===== src/rtl/fir_xifu_sb_ctrl.sv =====
// rtl/fir_xifu_sb_ctrl.sv - in-order scoreboard tracking issue, commit/kill and retirement of XIFU instructions
module fir_xifu_sb_ctrl #(
  parameter int NB_SLOTS = 4,
  parameter int ID_W     = 4
) (
  input  logic                          clk_i,
  input  logic                          rst_i,
  input  logic                          clear_i,
  input  logic                          issue_valid_i,
  input  logic [ID_W-1:0]               issue_id_i,
  output logic                          ready_o,
  input  logic                          commit_valid_i,
  input  logic [ID_W-1:0]               commit_id_i,
  input  logic                          commit_kill_i,
  output logic                          head_valid_o,
  output logic [ID_W-1:0]               head_id_o,
  output logic                          head_committed_o,
  output logic                          head_killed_o,
  input  logic                          retire_valid_i,
  input  logic [ID_W-1:0]               retire_id_i,
  output logic                          retire_ready_o,
  output logic [$clog2(NB_SLOTS+1)-1:0] count_o,
  output logic                          empty_o,
  output logic                          full_o,
  output logic                          err_o
);

  localparam int PTR_W = $clog2(NB_SLOTS);
  localparam int CNT_W = $clog2(NB_SLOTS+1);

  localparam logic [1:0] S_FREE      = 2'd0;
  localparam logic [1:0] S_ISSUED    = 2'd1;
  localparam logic [1:0] S_COMMITTED = 2'd2;
  localparam logic [1:0] S_KILLED    = 2'd3;

  logic [1:0]       slot_state_q [NB_SLOTS];
  logic [ID_W-1:0]  slot_id_q    [NB_SLOTS];
  logic [PTR_W-1:0] head_q;
  logic [PTR_W-1:0] tail_q;
  logic [CNT_W-1:0] count_q;
  logic             err_q;

  logic [1:0]       head_state;
  logic             issue_acc;
  logic             bypass;
  logic             dup_hit;
  logic             commit_hit;
  logic [PTR_W-1:0] commit_idx;
  logic [PTR_W-1:0] scan_idx;
  logic             commit_upd;
  logic             retire_hs;
  logic             retire_acc;
  logic             err_set;

  // Outputs decoded purely from registered state; head id reads 0 when the head slot is free
  always_comb begin
    head_state       = slot_state_q[head_q];
    head_valid_o     = (head_state != S_FREE);
    head_id_o        = head_valid_o ? slot_id_q[head_q] : '0;
    head_committed_o = (head_state == S_COMMITTED);
    head_killed_o    = (head_state == S_KILLED);
    retire_ready_o   = head_committed_o | head_killed_o;
    count_o          = count_q;
    full_o           = (count_q == CNT_W'(NB_SLOTS));
    empty_o          = (count_q == '0);
    ready_o          = ~full_o;
    err_o            = err_q;
  end

  // Handshake decode, duplicate-id check and oldest-first commit search
  always_comb begin
    issue_acc  = issue_valid_i & ready_o;
    bypass     = commit_valid_i & issue_acc & (commit_id_i == issue_id_i);
    dup_hit    = 1'b0;
    commit_hit = 1'b0;
    commit_idx = '0;
    scan_idx   = '0;
    for (int i = 0; i < NB_SLOTS; i++) begin
      if (slot_state_q[i] != S_FREE && slot_id_q[i] == issue_id_i) begin
        dup_hit = 1'b1;
      end
    end
    for (int i = 0; i < NB_SLOTS; i++) begin
      scan_idx = head_q + PTR_W'(i);
      if (!commit_hit && slot_state_q[scan_idx] == S_ISSUED &&
          slot_id_q[scan_idx] == commit_id_i) begin
        commit_hit = 1'b1;
        commit_idx = scan_idx;
      end
    end
    commit_upd = commit_valid_i & ~bypass & commit_hit;
    retire_hs  = retire_valid_i & retire_ready_o;
    retire_acc = retire_hs & (retire_id_i == head_id_o);
    err_set    = (issue_valid_i & ~ready_o)
               | (issue_acc & dup_hit)
               | (commit_valid_i & ~bypass & ~commit_hit)
               | (retire_hs & (retire_id_i != head_id_o));
  end

  // Slot table, pointers, occupancy and sticky error; clear flushes everything but the error flag
  always_ff @(posedge clk_i or posedge rst_i) begin
    if (rst_i) begin
      for (int i = 0; i < NB_SLOTS; i++) begin
        slot_state_q[i] <= S_FREE;
        slot_id_q[i]    <= '0;
      end
      head_q  <= '0;
      tail_q  <= '0;
      count_q <= '0;
      err_q   <= 1'b0;
    end else if (clear_i) begin
      for (int i = 0; i < NB_SLOTS; i++) begin
        slot_state_q[i] <= S_FREE;
      end
      head_q  <= '0;
      tail_q  <= '0;
      count_q <= '0;
    end else begin
      if (commit_upd) begin
        slot_state_q[commit_idx] <= commit_kill_i ? S_KILLED : S_COMMITTED;
      end
      if (issue_acc) begin
        slot_id_q[tail_q]    <= issue_id_i;
        slot_state_q[tail_q] <= bypass ? (commit_kill_i ? S_KILLED : S_COMMITTED) : S_ISSUED;
        tail_q               <= tail_q + 1'b1;
      end
      if (retire_acc) begin
        slot_state_q[head_q] <= S_FREE;
        head_q               <= head_q + 1'b1;
      end
      count_q <= count_q + CNT_W'(issue_acc) - CNT_W'(retire_acc);
      if (err_set) begin
        err_q <= 1'b1;
      end
    end
  end

endmodule


===== config.mk =====
export PLATFORM = sky130hd
export DESIGN_NAME = fir_xifu_sb_ctrl
export DESIGN_NICKNAME = d
export VERILOG_FILES = /design/src/rtl/fir_xifu_sb_ctrl.sv
export SDC_FILE = /design/constraint.sdc
export NUM_CORES = 1
export LEC_CHECK = 0
export BUFFER_PORTS_ARGS = -buffer_cell sky130_fd_sc_hd__buf_2
export CORE_ASPECT_RATIO = 0.75
export CORE_MARGIN = 10
export CORE_UTILIZATION = 46
export DETAILED_ROUTE_END_ITERATION = 8
export PLACE_DENSITY = 0.65
export REMOVE_ABC_BUFFERS = 1
export SYNTH_ARGS = -nofsm -noshare
export SYNTH_HDL_FRONTEND = slang
export SYNTH_SLANG_ARGS = --single-unit
export TNS_END_PERCENT = 20

===== constraint.sdc =====
create_clock -name clk_i -period 3.9 [get_ports clk_i]
set_clock_uncertainty 0.05 [all_clocks]
set_input_delay 0.585 -clock clk_i [delete_from_list [all_inputs] [get_ports clk_i]]
set_output_delay 0.585 -clock clk_i [all_outputs]
set_load 0.005 [all_outputs]

==> summary.txt <==
Outcome
  • Status: finished, final reports clean

Timing
  • Count of final setup violators: 0
  • Hold Slack: 328 ps
  • Hold Fails Final Rpt: 0
  • Fin crit period: 3500 ps
  • Final worst-path cycle share: 89.9%
  • Rel. slew slack: 59.6%
  • Slew Limit Fails: 0
  • Worst slew pin tran: 598 ps
  • RSZ-0062 raised after global routing: false
  • Achievable frequency: 285 MHz

Floorplan
  • Die Ht: 89.3 um
  • Die Span X: 112 um
  • Die Area: 10000 um2
  • Core outline area: 6260 um2
  • Top Ports: 34
  • Initial Util: 47.1%
  • Row cnt: 25

Layout
  • Post-route insts no fill: 384
  • Core utilization of the finished layout: 51.6%
  • Share of post-route cells with drive strength above 1: 30.0%
  • Nets@finish: 332
  • P&R area growth vs syn: 9.47%
  • Fillers: 584
  • Diodes inserted: 0
  • Design Area, Final: 3230 um2

Power
  • Pwr dens: 512 nW/um2
  • Clk pwr share: 15.2%
  • Sw Share: 39.7%
  • Internal: 997 uW
  • Maximum ir drop on the vdd rail: 246 uV
  • Pleak: 1.39 nW
  • Sequential Power Share: 37.1%
  • Comb power frac: 47.7%
  • Psw: 656 uW

Min path
  • Type of the most critical hold path: in2async

Clock tree
  • Root Buffer: clkbuf_8
  • CTS max path bufs: 2
  • Post-CTS Hold Buffers: 0
  • CTS tree: built
  • Post-CTS setup buffers: 0
  • CTS resizes: 0
  • Max H-tree Level: 2
  • Clock-pin slew on the worst setup and hold paths: 70 ps
  • Clk Latency, worst-skew pair: 280 ps
  • TritonCTS Sinks: 32
  • Num CTS Buffers: 5

Place
  • I/O Buffers: 33
  • Cell area after placement: 3140 um2
  • Placer Congestion: 0.869
  • Cell Count Post-Placement: 376
  • Post-detail-place hpwl: 5.53 mm

Logic synthesis
  • Post-Syn Area: 2950 um2
  • Largest cells by area after synthesis: dfrtp_1 27%, mux4_2 13%, xnor2_1 7.1%, mux2_2 6.1%, xor2_1 5.1%
  • Synth Instances: 276
  • Top cell type's share of synthesized area: 27.2%
  • Synth warn: 0
  • Synth cell types: 56
  • Post-synth top area cell: dfrtp_1
  • Number of synthesized flops with an enable pin: 0
  • Register area share after synthesis: 27.2%
  • Yosys reg bits: 32
  • Async SR Flop Fraction: 100%
  • Synthesized area per cell: 10.7 um2
  • Post-synth top flop: dfrtp_1

Setup path
  • Crit-path max cell delay: 540 ps
  • Critical Path Start Type: flop
  • Critical R2R Capture: slot_state_q[0]$_DFF_PP0_
  • Setup crit end kind: flop
  • R2r startpoint: head_q[0]$_DFFE_PP0P_
  • CP Cell Sequence: inv_1 > ha_1 > buf_4 > mux4_2 > xnor2_1 > nand2_1 > or3_1 > and4bb_4 > nor3_4 > nand3b_1 > o311a_1
  • WP data arrival: 3620 ps
  • Reg-to-reg slack, setup: 400 ps
  • Crit-path max FO: 7
  • Slowest stage cell on the critical path: mux4_2
  • WS Path Type: reg2reg
  • Worst R2R Path Depth: 11
  • Critical Path RT: 4010 ps

Run
  • Maxcap violations: 0

Drt
  • Antenna-violating nets left: 0
  • Vias: 2234
  • Routed vias/inst: 5.82
  • Drt pass-1 iters: 4
  • Final WL: 7.04 mm
  • # DRC: 0
  • DR iter-0 viols: 253
  • Routed WL per cell: 18.3 um

GRT
  • Initial antenna violation count: 0
  • GR Overflow Total: 0
  • First-pass GRT wire length: 11.8 mm
  • GR Util All Layers: 14.6%
  • Vias in the first global route: 2221
  • Largest net degree at the start of global routing: 33
## placed cells by master, fill, tap and decap left out, types with 2 or more instances in the layout
cell	n
a211oi_1	2
a31oi_1	3
o311a_1	3
nand2b_1	4
xor2_1	17
and3_1	6
mux4_2	17
nand3_1	4
mux2i_1	2
nor2b_1	10
buf_4	6
a21o_1	2
nor4_1	3
a21boi_1	2
buf_2	33
a311o_1	2
nand2_1	11
nor2_4	2
and2_1	2
mux4_1	4
ha_1	10
nor2_1	21
inv_1	12
o32ai_1	2
clkinv_2	2
or3_1	2
xnor2_1	24
nor3_1	2
a21oi_1	8
o21ai_0	6
o41ai_1	3
nor4bb_1	2
clkbuf_8	5
mux2_2	16
dfrtp_1	32
## synth_stat cells, types with 4 or more instances
cell type and n:
xor2_1 17, xnor2_1 24, a21oi_1 8, mux2_2 16, ha_1 10, nand2_1 11
mux4_1 4, nor2_1 21, dfrtp_1 32, clkbuf_1 14, o21ai_0 6, nand3_1 4
and3_1 6, nand2b_1 4, mux4_2 17, nor2b_1 10, inv_1 12
## how the worst max path moves through the flow
stage          cells after the start                   endpoint                  start
2_1_floorplan                     10  slot_state_q[7]$_DFF_PP0_  head_q[0]$_DFFE_PP0P_
6_report                          11  slot_state_q[0]$_DFF_PP0_  head_q[0]$_DFFE_PP0P_
4_1_cts                           11  slot_state_q[0]$_DFF_PP0_  head_q[0]$_DFFE_PP0P_
3_3_place_gp                      11  slot_state_q[0]$_DFF_PP0_  head_q[0]$_DFFE_PP0P_
3_5_place_dp                      11  slot_state_q[2]$_DFF_PP0_  head_q[0]$_DFFE_PP0P_
5_1_grt                           11  slot_state_q[2]$_DFF_PP0_  head_q[1]$_DFFE_PP0P_
## sequential cells by signal, summed over array words and instances (netlist names)
| name | count |
|---|---|
| err_o | 1 |
| count_o | 3 |
| tail_q | 2 |
| slot_id_q | 16 |
| slot_state_q | 8 |
| head_q | 2 |
## worst max-delay path: cells and delay by family (launching register included)
family                     cells  cell delay (ps)
muxes                          1              540
AOI/OAI and AO/OA              1              330
buffers and inverters          2              360
DFF                            1              340
adders and majority gates      1              500
xor gates and xnor gates       1              180
and+or+nand+nor                5             1080
## through the flow
step                      setup TNS (ps)  setup WS (ps)  total power, mW
after CTS                              0            421             1.66
after detailed placement               0            430             1.40
after floorplan                     -559           -171             1.16
after global placement                 0            437             1.38
after global routing                   0            244             1.78
final                                  0            395             1.65
## power by group through the flow
| stage | Clock, mW | Sequential, mW | Combinational [mW] |
|---|---|---|---|
| 2_1_floorplan | 0 | 0.553 | 0.611 |
| 3_3_place_gp | 0 | 0.607 | 0.777 |
| 3_5_place_dp | 0 | 0.612 | 0.791 |
| 4_1_cts | 0.260 | 0.606 | 0.793 |
| 5_1_grt | 0.272 | 0.636 | 0.871 |
| 6_report | 0.251 | 0.614 | 0.788 |
## layout make-up
type                    count  area (um2)  share of cell area, %
clock buffers               5        68.8                   2.13
clock inverters             3        18.8                  0.582
inverters                  12        45.0                   1.40
multi-input cells         212        1980                   61.4
flip-flops and latches     32         801                   24.8
well taps                  81         101                   3.14
repair buffers             39         210                   6.52
## logic make-up after synthesis
| kind of cell | after synthesis | share of synthesized area [%] |
|---|---|---|
| simple gates | 81 | 16.5 |
| xor+xnor | 42 | 12.7 |
| compound gates | 39 | 9.72 |
| mux | 39 | 23.4 |
| buf+inv | 32 | 5.60 |
| flops | 32 | 27.2 |
| fa+ha+maj | 11 | 4.93 |
## layer usage
| layer | share of wire [%] | GRT usage (%) | wire length, um | vias up |
|---|---|---|---|---|
| li1 | - | - | - | 1050 |
| met1 | 47 | 20.4 | 3300 | 1093 |
| met2 | 44 | 22.5 | 3090 | 89 |
| met3 | 9.0 | 3.82 | 633 | 2 |
| met4 | 0.34 | 2.76 | 24 | 0 |
| met5 | 0 | 0 | 0 | - |
No activity file was read; power rests on OpenSTA's default activity.
